`src/rtl/stop_watch_display.sv`:
```
// Display stage for the stop watch. It converts the 5-bit seconds value to two BCD
// digits using a sequential double-dabble. It then scans a 2-digit 7-segment
// display, blanks a leading zero in the tens place, and blinks the digits while
// the watch is paused (IDLE).
module stop_watch_display #(
    parameter int SCAN_DIV  = 1,
    parameter int BLINK_DIV = 50
) (
    input  logic       clk,
    input  logic       Rst_i,
    input  logic [4:0] time_i,
    input  logic [2:0] mode_i,
    output logic [6:0] seg_o,
    output logic [1:0] an_o,
    output logic [2:0] mode_led_o,
    output logic       busy_o
);

    localparam logic [2:0] MODE_IDLE = 3'b100;
    localparam int SCAN_W  = (SCAN_DIV  > 1) ? $clog2(SCAN_DIV)  : 1;
    localparam int BLINK_W = (BLINK_DIV > 1) ? $clog2(BLINK_DIV) : 1;

    typedef enum logic [1:0] {
        ST_WAIT  = 2'd0,
        ST_SHIFT = 2'd1,
        ST_LOAD  = 2'd2
    } state_t;

    state_t              state_q, state_d;
    logic [12:0]         sr_q;          // {tens nibble, ones nibble, binary}
    logic [2:0]          cnt_q;
    logic [4:0]          last_q;
    logic                valid_q;
    logic [3:0]          tens_q, ones_q;
    logic                need_conv;
    logic                start_en, shift_en, load_en;
    logic [12:0]         sr_adj;

    logic [SCAN_W-1:0]   scan_q, scan_d;
    logic [BLINK_W-1:0]  blink_q, blink_d;
    logic                phase_q, phase_d;  // 1 = digits visible
    logic [1:0]          an_q, an_d;
    logic [6:0]          seg_q, seg_d;
    logic [2:0]          mode_led_q;
    logic [3:0]          digit_sel;

    function automatic logic [6:0] seg_code(input logic [3:0] d);
        logic [6:0] s;
        case (d)
            4'd0:    s = 7'h3F;
            4'd1:    s = 7'h06;
            4'd2:    s = 7'h5B;
            4'd3:    s = 7'h4F;
            4'd4:    s = 7'h66;
            4'd5:    s = 7'h6D;
            4'd6:    s = 7'h7D;
            4'd7:    s = 7'h07;
            4'd8:    s = 7'h7F;
            4'd9:    s = 7'h6F;
            default: s = 7'h00;
        endcase
        return s;
    endfunction

    // A new conversion starts when nothing valid is displayed or the input moved.
    assign need_conv = !valid_q || (time_i != last_q);

    // Conversion FSM state register.
    always_ff @(posedge clk or posedge Rst_i) begin
        if (Rst_i) state_q <= ST_WAIT;
        else       state_q <= state_d;
    end

    // Conversion FSM next-state logic: five shift steps cover all 5 input bits.
    always_comb begin
        state_d = state_q;
        case (state_q)
            ST_WAIT:  if (need_conv) state_d = ST_SHIFT;
            ST_SHIFT: if (cnt_q == 3'd4) state_d = ST_LOAD;
            ST_LOAD:  state_d = ST_WAIT;
            default:  state_d = ST_WAIT;
        endcase
    end

    // Conversion FSM outputs.
    always_comb begin
        busy_o   = (state_q != ST_WAIT);
        start_en = (state_q == ST_WAIT) && need_conv;
        shift_en = (state_q == ST_SHIFT);
        load_en  = (state_q == ST_LOAD);
    end

    // Double-dabble correction: each BCD nibble >= 5 gets +3 before the shift.
    always_comb begin
        sr_adj = sr_q;
        if (sr_q[12:9] >= 4'd5) sr_adj[12:9] = sr_q[12:9] + 4'd3;
        if (sr_q[8:5]  >= 4'd5) sr_adj[8:5]  = sr_q[8:5]  + 4'd3;
    end

    // Conversion datapath: capture, shift, and load into the display digits.
    always_ff @(posedge clk or posedge Rst_i) begin
        if (Rst_i) begin
            sr_q    <= '0;
            cnt_q   <= '0;
            last_q  <= '0;
            valid_q <= 1'b0;
            tens_q  <= '0;
            ones_q  <= '0;
        end else begin
            if (start_en) begin
                sr_q   <= {8'd0, time_i};
                last_q <= time_i;
                cnt_q  <= '0;
            end
            if (shift_en) begin
                sr_q  <= sr_adj << 1;
                cnt_q <= cnt_q + 3'd1;
            end
            if (load_en) begin
                tens_q  <= sr_q[12:9];
                ones_q  <= sr_q[8:5];
                valid_q <= 1'b1;
            end
        end
    end

    // Scan and blink next-state logic. The segments are derived from the next
    // digit select and the next phase, so seg_o and an_o change on the same edge.
    always_comb begin
        scan_d = scan_q + 1'b1;
        an_d   = an_q;
        if (scan_q == SCAN_W'(SCAN_DIV - 1)) begin
            scan_d = '0;
            an_d   = {an_q[0], an_q[1]};
        end

        blink_d = '0;
        phase_d = 1'b1;
        if (mode_i == MODE_IDLE) begin
            if (mode_led_q != MODE_IDLE) begin
                // Just paused: restart with the digits visible.
                blink_d = '0;
                phase_d = 1'b1;
            end else if (blink_q == BLINK_W'(BLINK_DIV - 1)) begin
                blink_d = '0;
                phase_d = ~phase_q;
            end else begin
                blink_d = blink_q + 1'b1;
                phase_d = phase_q;
            end
        end

        digit_sel = an_d[1] ? tens_q : ones_q;
        seg_d     = seg_code(digit_sel);
        if (!phase_d || (an_d[1] && (tens_q == 4'd0))) seg_d = 7'h00;
    end

    // Display registers.
    always_ff @(posedge clk or posedge Rst_i) begin
        if (Rst_i) begin
            scan_q     <= '0;
            blink_q    <= '0;
            phase_q    <= 1'b1;
            an_q       <= 2'b01;
            seg_q      <= 7'h00;
            mode_led_q <= MODE_IDLE;
        end else begin
            scan_q     <= scan_d;
            blink_q    <= blink_d;
            phase_q    <= phase_d;
            an_q       <= an_d;
            seg_q      <= seg_d;
            mode_led_q <= mode_i;
        end
    end

    assign seg_o      = seg_q;
    assign an_o       = an_q;
    assign mode_led_o = mode_led_q;

endmodule

```
`config.mk`:
```
export PLATFORM = sky130hd
export DESIGN_NAME = stop_watch_display
export DESIGN_NICKNAME = d
export VERILOG_FILES = /design/src/rtl/stop_watch_display.sv
export SDC_FILE = /design/constraint.sdc
export NUM_CORES = 1
export LEC_CHECK = 0
export BUFFER_PORTS_ARGS = -buffer_cell sky130_fd_sc_hd__clkbuf_2
export CORE_MARGIN = 2
export CORE_UTILIZATION = 34
export DETAILED_ROUTE_END_ITERATION = 6
export PLACE_DENSITY = 0.52
export SLEW_MARGIN = 5
export SYNTH_ARGS = -nofsm -noshare
export SYNTH_HDL_FRONTEND = slang
export SYNTH_SLANG_ARGS = --single-unit
```
`constraint.sdc`:
```
create_clock -name clk -period 2.7 [get_ports clk]
set_input_delay 0.54 -clock clk [delete_from_list [all_inputs] [get_ports clk]]
set_output_delay 0.54 -clock clk [all_outputs]
set_load 0.02 [all_outputs]
```
After elaboration in Yosys (flattened, before gate mapping)
Memories as Yosys holds them, arrays and structs flattened. Cells that the tools add are included.

Bits of input ports: 10. Register bits: 52. ROM bits: 112. Output and inout port bits: 13. Word-level logic and storage cells: 62. Memories: 1.

Memories: (no name shown) (depth 16, width 7, read ports 1, clocked after memory_dff 0, write ports 0, RTL line 49) `case (d)`.

Mux-type cells: 19. Bitwise gates (word level): 1. Order comparisons: 2. Reductions and logical operators: 11. Equality and inequality tests: 9. Add/subtract/negate cells: 5.

Operators with widths (number): $mux 13 (2); $mux 6 (3); $mux 3 (3); $ge 4x3->1 const B (2); $mux 4 (2); $mux 7 (1); $add 6x1->6 const B (1); $eq 3x3->1 const B (2); $eq 6x6->1 const B (1); $mux 2 (3); $ne 5x5->1 (1); $add 4x2->4 const B (1); $logic_not 4->1 (1); $mux 1 (4); $pmux 2 s2 (1); $reduce_bool 2->1 (2); $add 3x1->3 const B (1); $add 3x2->3 const B (1); $ne 3x3->1 const B (1); $eq 2x1->1 const B (1); $eq 2x2->1 const B (1); $logic_and 1x1->1 (2); $logic_not 1->1 (2); $logic_not 2->1 (1); other kinds (6) (7).

Depth between registers and ports, before layout
Gate-level depths: netlist (run 1).

Depth after elaboration: 7. Depth in mapped cells: 7. Gate-level depth less buffers: 6.

Worst setup path after synthesis (run 1)
OpenSTA, ideal clock, no wires.

Path kind: register to register. Start point: register an_q[0] (netlist: an_o[0]). End point: register seg_q[3] (netlist: seg_o[3]). Stages on the path, launching flop included: 7. Path buffers: 1. Period minus slack after synthesis: 2.045 ns. Library setup time: 0.126 ns. Data required time: 2.574 ns. Slack: 0.655 ns. Arrival: 1.919 ns. Cell sequence: dfstp_2 > buf_4 > mux2i_1 > ha_1 > or2_2 > a21oi_1 > nor3_1.

Longest elaborated chain between the ends: 4. Elaborated cells between the ends (all ways): 6. Those cells by class: mux (3); reduce/logical (2); memory (1).

Ends and longest elaborated chain: start, declared (RTL line 42) `logic [1:0] an_q, an_d;`; start signal, assigned (RTL line 171) `an_q <= an_d;`; $mux 2 (*) (RTL line 132) `if (scan_q == SCAN_W'(SCAN_DIV - 1)) begin`; $mux 4 or $logic_and 1x1->1 (tied branches) (RTL line 153, 155); $mem_v2 16x7 or $logic_or 1x1->1 (tied branches); $mux 7 (*) (RTL line 155) `if (!phase_d || (an_d[1] && (tens_q == 4'd0))) seg_d = 7'h00;`; via seg_d[3] (RTL line 43) `logic [6:0] seg_q, seg_d;`; end signal, assigned (RTL line 172) `seg_q <= seg_d;`; end, declared (RTL line 43).

Mark *: on every way through the listed nets, which the timed path passes. The rest lies on a longest branch. A chain may end at the register's enable or synchronous reset.

Worst setup path after layout (run 1)
Start point: register state_q[0]. End point: output busy_o.

Longest elaborated chain between the ends: 1.

Ends and longest elaborated chain: start, declared (RTL line 29) `state_t state_q, state_d;`; start signal, assigned (RTL line 71) `else state_q <= state_d;`; $reduce_bool 2->1 (RTL line 87) `busy_o = (state_q != ST_WAIT);`; end, declared (RTL line 16) `output logic busy_o`.

No other way between the ends.

==> reports/metrics.yaml, run 1 <==
worst_setup_path:
  cp.arrival_ps: 1580
  worstPathRequired_ps: 2160
  startpoint_type: "flop"
  end_kind: "primary output"
  worstSetupPathType: "reg -> out"
  critPathMaxFanout: 17
layout:
  drive_gt1_share_pct: 23.3
  areaGrowthSynthToFinish_pct: 12.3
  instances_no_fill: 357
  diodes: 0
  layout_commonest_cell: "dfrtp_1"
  ff_latch_area_sq_um: 1280
  n_fill_cell: 734
  nNetsFinal: 281
  multiInputGateArea_sq_um: 1230
  final_cell_mix: "dfrtp_1 (48), clkbuf_2 (22), nor2_1 (20), nand2_1 (15)"
clock_tree:
  h-tree-depth: 2
  ctsHoldBuffers: 0
  cts_root_buffer: "clkbuf_8"
  cts_max_path_buffers: 2
  clk_latency_ps: 300
  cts_tree: "yes"
  path_clk_slew_ps: 90
  cts_buffers: 5
  cts_resized: 0
  post-cts-setup-buffer-count: 0
  cts.sinks: 51
timing:
  hold_viol_final: 0
  max_freq_mhz: 472
  period_share_pct: 78.4
  setup_violations: 0
  drv_slew: 0
  tightest_slew_ps: 608
  clock_skew_ps: 2.56
  rsz0062_at_grt: "no"
  period_needed_ps: 2120
  setup_tns_ps: 0
  slew_headroom_pct: 59.4
routing:
  routedWlPerCell_um: 12.9
  met2_length_mm: 2.21
  top_layer: "met4"
  final_antenna_net_count: 0
  routed_wl_mm: 4.60
  drt_pre_antenna_iters: 4
  vias: 1732
  wl_met1_mm: 2.17
  first_iter_violations: 61
  drc: 0
  met3_length_um: 173
  drt-vias-per-instance: 4.85
place:
  gp_congestion: 0.777
  post-place-cells: 349
  place_hpwl_mm: 3.37
  portBuffers: 22
pwr:
  seqPwrFrac_pct: 41.7
  power_w: 0.00303
  p_int_w: 0.00186
  clkPwrFrac_pct: 15.4
  powerDensity_nw_per_um2: 1040
  pwr-share-comb_pct: 42.9
  switching_share_pct: 38.4
  p_switching_w: 0.00116
  p_leak_nw: 1.29
  ir_drop_v: 0.000450
floorplan:
  die_w_um: 91.5
  die_h_um: 91.5
  coreArea_sq_um: 7330
  io_pins: 23
  start_util_pct: 35.5
  dieArea_sq_um: 8370
  rows: 31
global_route:
  grt_pass1_wl_mm: 8.07
  grt_start_max_net_pins: 27
  grt_pass1_vias: 1756
  grt-ovfl-total: 0
  grt_usage_pct: 11.8
  antenna_found_initial: 0
logic_synthesis:
  synth_fp_nets: 256
  yosysUniqueCellTypes: 45
  synth_edf_count: 0
  synth-seq-cells: 51
  postSynthAreaPerCell_sq_um: 11.2
  syn_inst: 232
  yosys_warnings: 0
  netlist_area_sq_um: 2600
  seq_area_frac_synth_pct: 49.2
  yosys_most_used_dff: "dfrtp_1"
  ys_async_sr_fraction_pct: 100
job:
  cap_violations: 0
min_path:
  hold_class: "in -> async"
status:
  status: "completed"
==> final cells by class <==
class | instances | area share (%)
Inverter | 15 | 1.93
Sequential cell | 51 | 43.8
Tap cell | 99 | 4.24
Clock inverter | 2 | 0.557
Clock buffer | 6 | 2.83
Multi-Input combinational cell | 159 | 42.1
Timing Repair Buffer | 25 | 4.54
==> Yosys cell counts, drive strengths merged, types with 7 or more instances <==
cell type	n	area share, %
nor2	20	2.9
dfrtp	48	46
o21ai	13	2.5
a22o	8	2.7
mux2	13	5.6
nand2b	11	2.6
ha	14	6.7
inv	15	2.2
mux2i	7	3.2
xnor2	7	2.4
nand2	15	2.2
==> critical path, cell delays in order, from the launching register on <==
cell,delay (ps)
dfrtp_1,590
nor2_1,360
inv_1,150
clkbuf_2,180
==> path summary, 6_finish.rpt <==
check,start,cells after the start,slack (ps),end
max,state_q[0]$_DFFE_PP0P_,3,580,busy_o
max reg2reg,an_o[0]$_DFF_PP1_,5,610,seg_o[3]$_DFF_PP0_
min in group clk,mode_i[2],1,330,mode_led_o[2]$_DFF_PP1_
min,Rst_i,2,260,blink_q[0]$_DFF_PP0_
min reg2reg,an_o[1]$_DFF_PP0_,0,390,an_o[0]$_DFF_PP1_
max in group asynchronous,Rst_i,3,1750,an_o[0]$_DFF_PP1_
==> registers in the layout, indices dropped and copies added (netlist names) <==
name / cells
sr_q: 13
seg_o: 7
blink_q: 6
last_q: 5
ones_q: 4
tens_q: 4
cnt_q: 3
mode_led_o: 3
an_o: 2
state_q: 2
phase_q: 1
valid_q: 1
==> stage by stage <==
stage | util [%] | worst slack [ps] | hold slack, ps | cell area, sq um
floorplan | - | 655 | 446 | 2600
global placement | 38.5 | 631 | 361 | 2820
detailed placement | 38.5 | 621 | 365 | 2820
CTS | 39.9 | 585 | 282 | 2920
global route | 39.9 | 439 | 313 | 2920
finish | 39.9 | 583 | 257 | 2920
==> kinds of logic (layout without fill, tap and decap cells) <==
group | after synthesis | in the layout | share of synthesized area [%]
mux | 20 | 20 | 8.80
buf+inv | 22 | 48 | 3.56
fa+ha+maj | 14 | 14 | 6.73
flops | 51 | 51 | 49.2
compound gates | 46 | 46 | 14.6
xor+xnor | 9 | 9 | 3.03
simple gates | 70 | 70 | 14.1
==> per-layer routing <==
| layer | global-route usage (%) | vias to the layer above |
|---|---|---|
| li1 | - | 862 |
| met1 | 14.8 | 830 |
| met2 | 19.9 | 34 |
| met3 | 2.99 | 6 |
| met4 | 3.91 | 0 |
| met5 | 0 | - |
==> power groups by stage <==
stage               clock, W  sequential, W  combinational (W)
CTS                 0.000487        0.00126            0.00132
finish              0.000466        0.00126            0.00130
global route        0.000519        0.00130            0.00148
floorplan                  0        0.00126            0.00104
global placement           0        0.00128            0.00130
detailed placement         0        0.00128            0.00131
No activity file was read; power rests on OpenSTA's default activity.
==> inputs of run 2 (changes only) <==
--- a/config.mk
+++ b/config.mk
@@ -9,7 +9,7 @@
 export CORE_MARGIN = 2
 export CORE_UTILIZATION = 34
 export DETAILED_ROUTE_END_ITERATION = 6
-export PLACE_DENSITY = 0.52
+export PLACE_DENSITY = 0.54
 export SLEW_MARGIN = 5
 export SYNTH_ARGS = -nofsm -noshare
 export SYNTH_HDL_FRONTEND = slang
==> constraint.sdc (replaced) <==
create_clock -name clk -period 1.9 [get_ports clk]
set_input_delay 0.38 -clock clk [delete_from_list [all_inputs] [get_ports clk]]
set_output_delay 0.38 -clock clk [all_outputs]
set_load 0.02 [all_outputs]
==> run 2 against run 1 <==
  * Combinational power grew 54%
  * Register-to-register slack lost 510 ps
  * Via count grew 2.7%
  * Flip-flop and latch count is the same
  * Cell area grew 4.4%
  * Critical path depth grew 2
  * Count of clock-buffer cells in the layout shrank 1
  * Sequential share of layout area shrank 1.8 points
  * Critical path type is now reg -> reg
==> reports/metrics.yaml, run 2 (same netlist as run 1, synthesis figures left out) <==
timing:
  period_share_pct: 94.7
  setup_tns_ps: 0  # unchanged
  rsz0062_at_grt: "no"
  tightest_slew_ps: 553  # -54.6 ps
  hold_viol_final: 0  # unchanged
  setup_violations: 0  # unchanged
  slew_headroom_pct: 63.0  # +3.7 points
  max_freq_mhz: 556
  period_needed_ps: 1800
  whs_ps: 98.0  # -159 ps
  drv_slew: 0  # unchanged
  clock_skew_ps: 4.40  # +1.84 ps
floorplan:
  dieArea_sq_um: 8370  # unchanged
  die_w_um: 91.5  # unchanged
  die_h_um: 91.5  # unchanged
  io_pins: 23  # unchanged
  coreArea_sq_um: 7330  # unchanged
  rows: 31  # unchanged
  start_util_pct: 35.5  # unchanged
layout:
  layout_commonest_cell: "dfrtp_1"
  n_fill_cell: 702  # -4.4%
  final_cell_mix: "dfrtp_1 (48), clkbuf_2 (22), nor2_1 (20), nand2_1 (15)"
  nNetsFinal: 292  # +3.9%
  diodes: 0  # unchanged
  drive_gt1_share_pct: 27.1  # +3.9 points
  largest_register_ffs: 13  # unchanged
  areaGrowthSynthToFinish_pct: 17.2
  stdcell_area_sq_um: 3050  # +4.4%
  instances_no_fill: 368  # +3.1%
  top_register: "sr_q"
clock_tree:
  cts_root_buffer: "clkbuf_8"
  ctsHoldBuffers: 0  # unchanged
  cts_max_path_buffers: 2  # unchanged
  cts.sinks: 51  # unchanged
  cts_buffers: 5  # unchanged
  clk_latency_ps: 300  # about the same
  h-tree-depth: 2  # unchanged
  cts_tree: "yes"
  post-cts-setup-buffer-count: 0  # unchanged
  path_clk_slew_ps: 100  # about the same
  cts_resized: 0  # unchanged
global_route:
  grt_use_met3_pct: 2.82  # -0.17 points
  grt-ovfl-total: 0  # unchanged
  grt_start_max_net_pins: 26  # -3.7%
  grt_use_met2_pct: 20.5  # +0.55 points
  grt_pass1_vias: 1731  # -1.4%
  use_met1_pct: 14.8  # +0.053 points
  grt_pass1_wl_mm: 8.09  # +0.16%
  top_usage_layer: "met2"
  grt_usage_pct: 11.9  # +0.018 points
  antenna_found_initial: 0  # unchanged
routing:
  drt_pre_antenna_iters: 4  # unchanged
  first_iter_violations: 53  # -13%
  final_antenna_net_count: 0  # unchanged
  drt-vias-per-instance: 4.83  # -0.41%
  routedWlPerCell_um: 12.7  # -1.4%
  drc: 0  # unchanged
  vias: 1778  # +2.7%
  routed_wl_mm: 4.67  # +1.7%
worst_setup_path:
  end_kind: "flop"
  cp.arrival_ps: 1980  # +400 ps
  worstPathRequired_ps: 2080  # -80 ps
  critPathSlowestCell: "dfstp_2"
  path_cells: "mux2i_2, ha_1, or2_2, a21oi_1, nor3_1"
  reg2reg_to: "seg_o[3]$_DFF_PP0_"
  reg2reg_slack_ps: 100  # -510 ps
  reg2reg_depth: 5  # unchanged
  critPathMaxFanout: 7  # -10
  startpoint_type: "flop"
  path_depth: 5  # +2
  cp_slowest_stage_delay_ps: 640  # +50 ps
  crit_family: "flip-flops"
  crit_buf_inv: 0  # -2
  endpoint: "seg_o[3]$_DFF_PP0_"
  startpoint: "an_o[0]$_DFF_PP1_"
  worstReg2RegStart: "an_o[0]$_DFF_PP1_"
  worstSetupPathType: "reg -> reg"
place:
  portBuffers: 22  # unchanged
  post-place-cells: 360  # +3.2%
  placed_cell_area_sq_um: 2930  # +3.9%
  gp_congestion: 0.835  # +7.4%
  place_hpwl_mm: 3.56  # +5.5%
min_path:
  hold_class: "in -> async"
pwr:
  p_leak_nw: 1.36  # +5.4%
  powerDensity_nw_per_um2: 1500  # +45%
  ir_drop_v: 0.000604  # +34%
job:
  cap_violations: 0  # unchanged
status:
  status: "completed"
==> run 2: final cells by class <==
class,count,area (sq um),area share (%)
flip-flops and latches,51,1280,42.0
repair buffers,36,228,7.47
well taps,99,124,4.06
clock buffers,5,68.8,2.26
multi-input cells,159,1250,40.9
inverters,15,56.3,1.85
clock inverters,3,46.3,1.52
==> run 2: stage by stage <==
stage / util [%] / worst slack [ps] / power [W]
4_1_cts: 41.6 / 95.6 / 0.00463
6_report: 41.6 / 101 / 0.00457
3_3_place_gp: 40.0 / 139 / 0.00381
3_5_place_dp: 40.0 / 117 / 0.00384
5_1_grt: 41.6 / 0.307 / 0.00495
2_1_floorplan: - / 12.1 / 0.00329
==> run 2: how the worst min path moves through the flow <==
stage | start | slack (ps) | to | depth (start not counted)
2_1_floorplan | mode_i[2] | 380 | mode_led_o[2]$_DFF_PP1_ | 0
3_3_place_gp | an_o[1]$_DFF_PP0_ | 390 | an_o[0]$_DFF_PP1_ | 0
3_5_place_dp | an_o[1]$_DFF_PP0_ | 390 | an_o[0]$_DFF_PP1_ | 0
4_1_cts | Rst_i | 110 | blink_q[0]$_DFF_PP0_ | 2
5_1_grt | Rst_i | 130 | blink_q[0]$_DFF_PP0_ | 2
6_report | Rst_i | 100 | blink_q[0]$_DFF_PP0_ | 2
==> run 2: report_power, final <==
group	switching [W]	internal [W]
sequential	0.000331	0.00147
combinational	0.000996	0.00100
clock	0.000374	0.000397
total	0.00170	0.00287
==> run 2: per-layer routing <==
| layer | vias to the layer above | routed length (um) |
|---|---|---|
| met5 | - | 0 |
| met4 | 0 | 26 |
| met3 | 4 | 171 |
| met2 | 27 | 2290 |
| met1 | 855 | 2190 |
| li1 | 892 | - |
==> inputs of run 3 (changes only) <==
--- a/config.mk
+++ b/config.mk
@@ -9,7 +9,7 @@
 export CORE_MARGIN = 2
 export CORE_UTILIZATION = 34
 export DETAILED_ROUTE_END_ITERATION = 6
-export PLACE_DENSITY = 0.54
+export PLACE_DENSITY_LB_ADDON = 0.3
 export SLEW_MARGIN = 5
 export SYNTH_ARGS = -nofsm -noshare
 export SYNTH_HDL_FRONTEND = slang
==> run 3 against run 2 <==
  * Clock power decreased by 16%
  * Sequential power about the same
  * Clock skew grew 2.6 ps
  * Register-to-register slack is essentially flat
  * Critical path depth stayed put
  * Cell area down 0.25%
  * Worst hold slack lost 48 ps
  * First-iteration DRC count is the same
  * Sequential share of layout area grew 0.10 points
  * Cell count fell by 0.27%
  * Via count rose by 0.51%
  * Critical path type unchanged
  * Largest cell class unchanged
  * Highest routed layer unchanged
==> reports/metrics.yaml, run 3 (same netlist as run 1, synthesis figures left out) <==
routing:
  routedWlPerCell_um: 12.4  # -2.3%
  drt-vias-per-instance: 4.87  # +0.78%
  routed_wl_mm: 4.55  # -2.6%
  drc: 0  # unchanged
  first_iter_violations: 53  # unchanged
  vias: 1787  # +0.51%
  final_antenna_net_count: 0  # unchanged
  drt_pre_antenna_iters: 4  # unchanged
worst_setup_path:
  worstPathRequired_ps: 2090  # about the same
  critPathSlowestCell: "dfstp_2"
  cp_slowest_stage_delay_ps: 630  # about the same
  path_cells: "mux2i_2, ha_1, or2_2, a21oi_1, nor3_1"
  crit_family: "flip-flops"
  cp.arrival_ps: 2000  # +20 ps
  crit_buf_inv: 0  # unchanged
  end_kind: "flop"
  worstSetupPathType: "reg -> reg"
  critPathMaxFanout: 6  # -1
  startpoint_type: "flop"
timing:
  setup_tns_ps: 0  # unchanged
  drv_slew: 0  # unchanged
  max_freq_mhz: 552  # -0.67%
  clock_skew_ps: 6.98  # +2.58 ps
  tightest_slew_ps: 489  # -64.8 ps
  hold_viol_final: 0  # unchanged
  rsz0062_at_grt: "no"
  period_share_pct: 95.3  # +0.64 points
  whs_ps: 49.8  # -48.2 ps
  setup_violations: 0  # unchanged
  period_needed_ps: 1810  # +12.2 ps
  slew_headroom_pct: 67.4  # +4.4 points
place:
  post-place-cells: 357  # -0.83%
  place_hpwl_mm: 3.41  # -4.3%
  gp_congestion: 0.819  # -1.9%
  portBuffers: 22  # unchanged
floorplan:
  io_pins: 23  # unchanged
  die_w_um: 91.5  # unchanged
  die_h_um: 91.5  # unchanged
  dieArea_sq_um: 8370  # unchanged
  rows: 31  # unchanged
  start_util_pct: 35.5  # unchanged
  coreArea_sq_um: 7330  # unchanged
pwr:
  power_w: 0.00446  # -2.3%
  ir_drop_v: 0.000626  # +3.6%
  p_leak_nw: 1.35  # -0.64%
  powerDensity_nw_per_um2: 1470  # -2.0%
job:
  cap_violations: 0  # unchanged
layout:
  diodes: 0  # unchanged
  largest_register_ffs: 13  # unchanged
  top_register: "sr_q"
  instances_no_fill: 367  # -0.27%
  n_fill_cell: 706  # +0.57%
  layout_commonest_cell: "dfrtp_1"
  final_cell_mix: "dfrtp_1 (48), clkbuf_2 (22), nor2_1 (20), nand2_1 (15), ha_1 (14)"
  areaGrowthSynthToFinish_pct: 16.9
  postLayoutCoreUtil_pct: 41.5  # -0.10 points
  nNetsFinal: 291  # -0.34%
  drive_gt1_share_pct: 28.0  # +0.85 points
global_route:
  grt_start_max_net_pins: 32  # +23%
  antenna_found_initial: 0  # unchanged
  grt_pass1_wl_mm: 7.97  # -1.4%
  grt_pass1_vias: 1790  # +3.4%
  grt_usage_pct: 11.7  # -0.19 points
  grt-ovfl-total: 0  # unchanged
clock_tree:
  path_clk_slew_ps: 100  # about the same
  cts.sinks: 51  # unchanged
  cts_tree: "yes"
  cts_root_buffer: "clkbuf_8"
  cts_max_path_buffers: 2  # unchanged
  h-tree-depth: 2  # unchanged
  cts_buffers: 5  # unchanged
  ctsHoldBuffers: 0  # unchanged
  clk_latency_ps: 300  # about the same
min_path:
  hold_class: "in -> async"
status:
  status: "completed"
==> run 3: where the power goes <==
| group | total, W | internal [W] | leakage [nW] | switching [W] |
|---|---|---|---|---|
| logic | 0.00202 | 0.00101 | 0.678 | 0.00101 |
| registers | 0.00180 | 0.00147 | 0.625 | 0.000328 |
| clock network | 0.000651 | 0.000298 | 0.0474 | 0.000353 |
| total | 0.00446 | 0.00277 | 1.35 | 0.00169 |
==> run 3: final timing paths <==
kind	endpoint	start	slack [ps]	depth (start not counted)
max in group asynchronous	an_o[0]$_DFF_PP1_	Rst_i	1270	3
setup reg to reg	seg_o[3]$_DFF_PP0_	an_o[0]$_DFF_PP1_	90	5
min in group clk	mode_led_o[2]$_DFF_PP1_	mode_i[2]	160	1
hold reg to reg	an_o[0]$_DFF_PP1_	an_o[1]$_DFF_PP0_	410	0
setup / recovery	seg_o[3]$_DFF_PP0_	an_o[0]$_DFF_PP1_	90	5
hold / removal	blink_q[0]$_DFF_PP0_	Rst_i	50	2
==> run 3: cell type report <==
class / count / area, sq um / share of cell area, %
clock buffers: 6 / 82.6 / 2.71
flip-flops and latches: 51 / 1280 / 42.1
multi-input cells: 159 / 1260 / 41.5
clock inverters: 2 / 16.3 / 0.535
well taps: 99 / 124 / 4.07
inverters: 15 / 56.3 / 1.85
repair buffers: 35 / 220 / 7.24
==> run 3: repair_timing <==
| item | CTS | global route |
|---|---|---|
| resized for setup | 0 | 3 |
| setup buffers | 0 | 2 |
| endpoints found under the hold margin | 0 | 0 |
| endpoints found under the setup margin | 0 | 1 |
==> run 3: worst reg2reg max path, delay by kind of cell (launching register included) <==
kind,cells,cell delay [ps]
mux,1,300
simple gates,2,350
compound gates,1,140
flops,1,630
fa+ha+maj,1,280
==> run 3: per-layer routing <==
metal	wire [um]	vias to the layer above	part of all wire, %	GRT usage [%]
met2	2270	39	50	20.1
li1	-	884	-	-
met3	175	2	3.8	2.90
met5	0	-	0	0
met1	2090	862	46	14.7
met4	14	0	0.31	2.78
==> run 3: through the flow <==
stage	area [sq um]	setup WS [ps]
3_3_place_gp	2910	120
2_1_floorplan	2620	12.1
5_1_grt	3040	7.61
4_1_cts	3010	90.6
6_report	3040	88.5
3_5_place_dp	2910	95.3
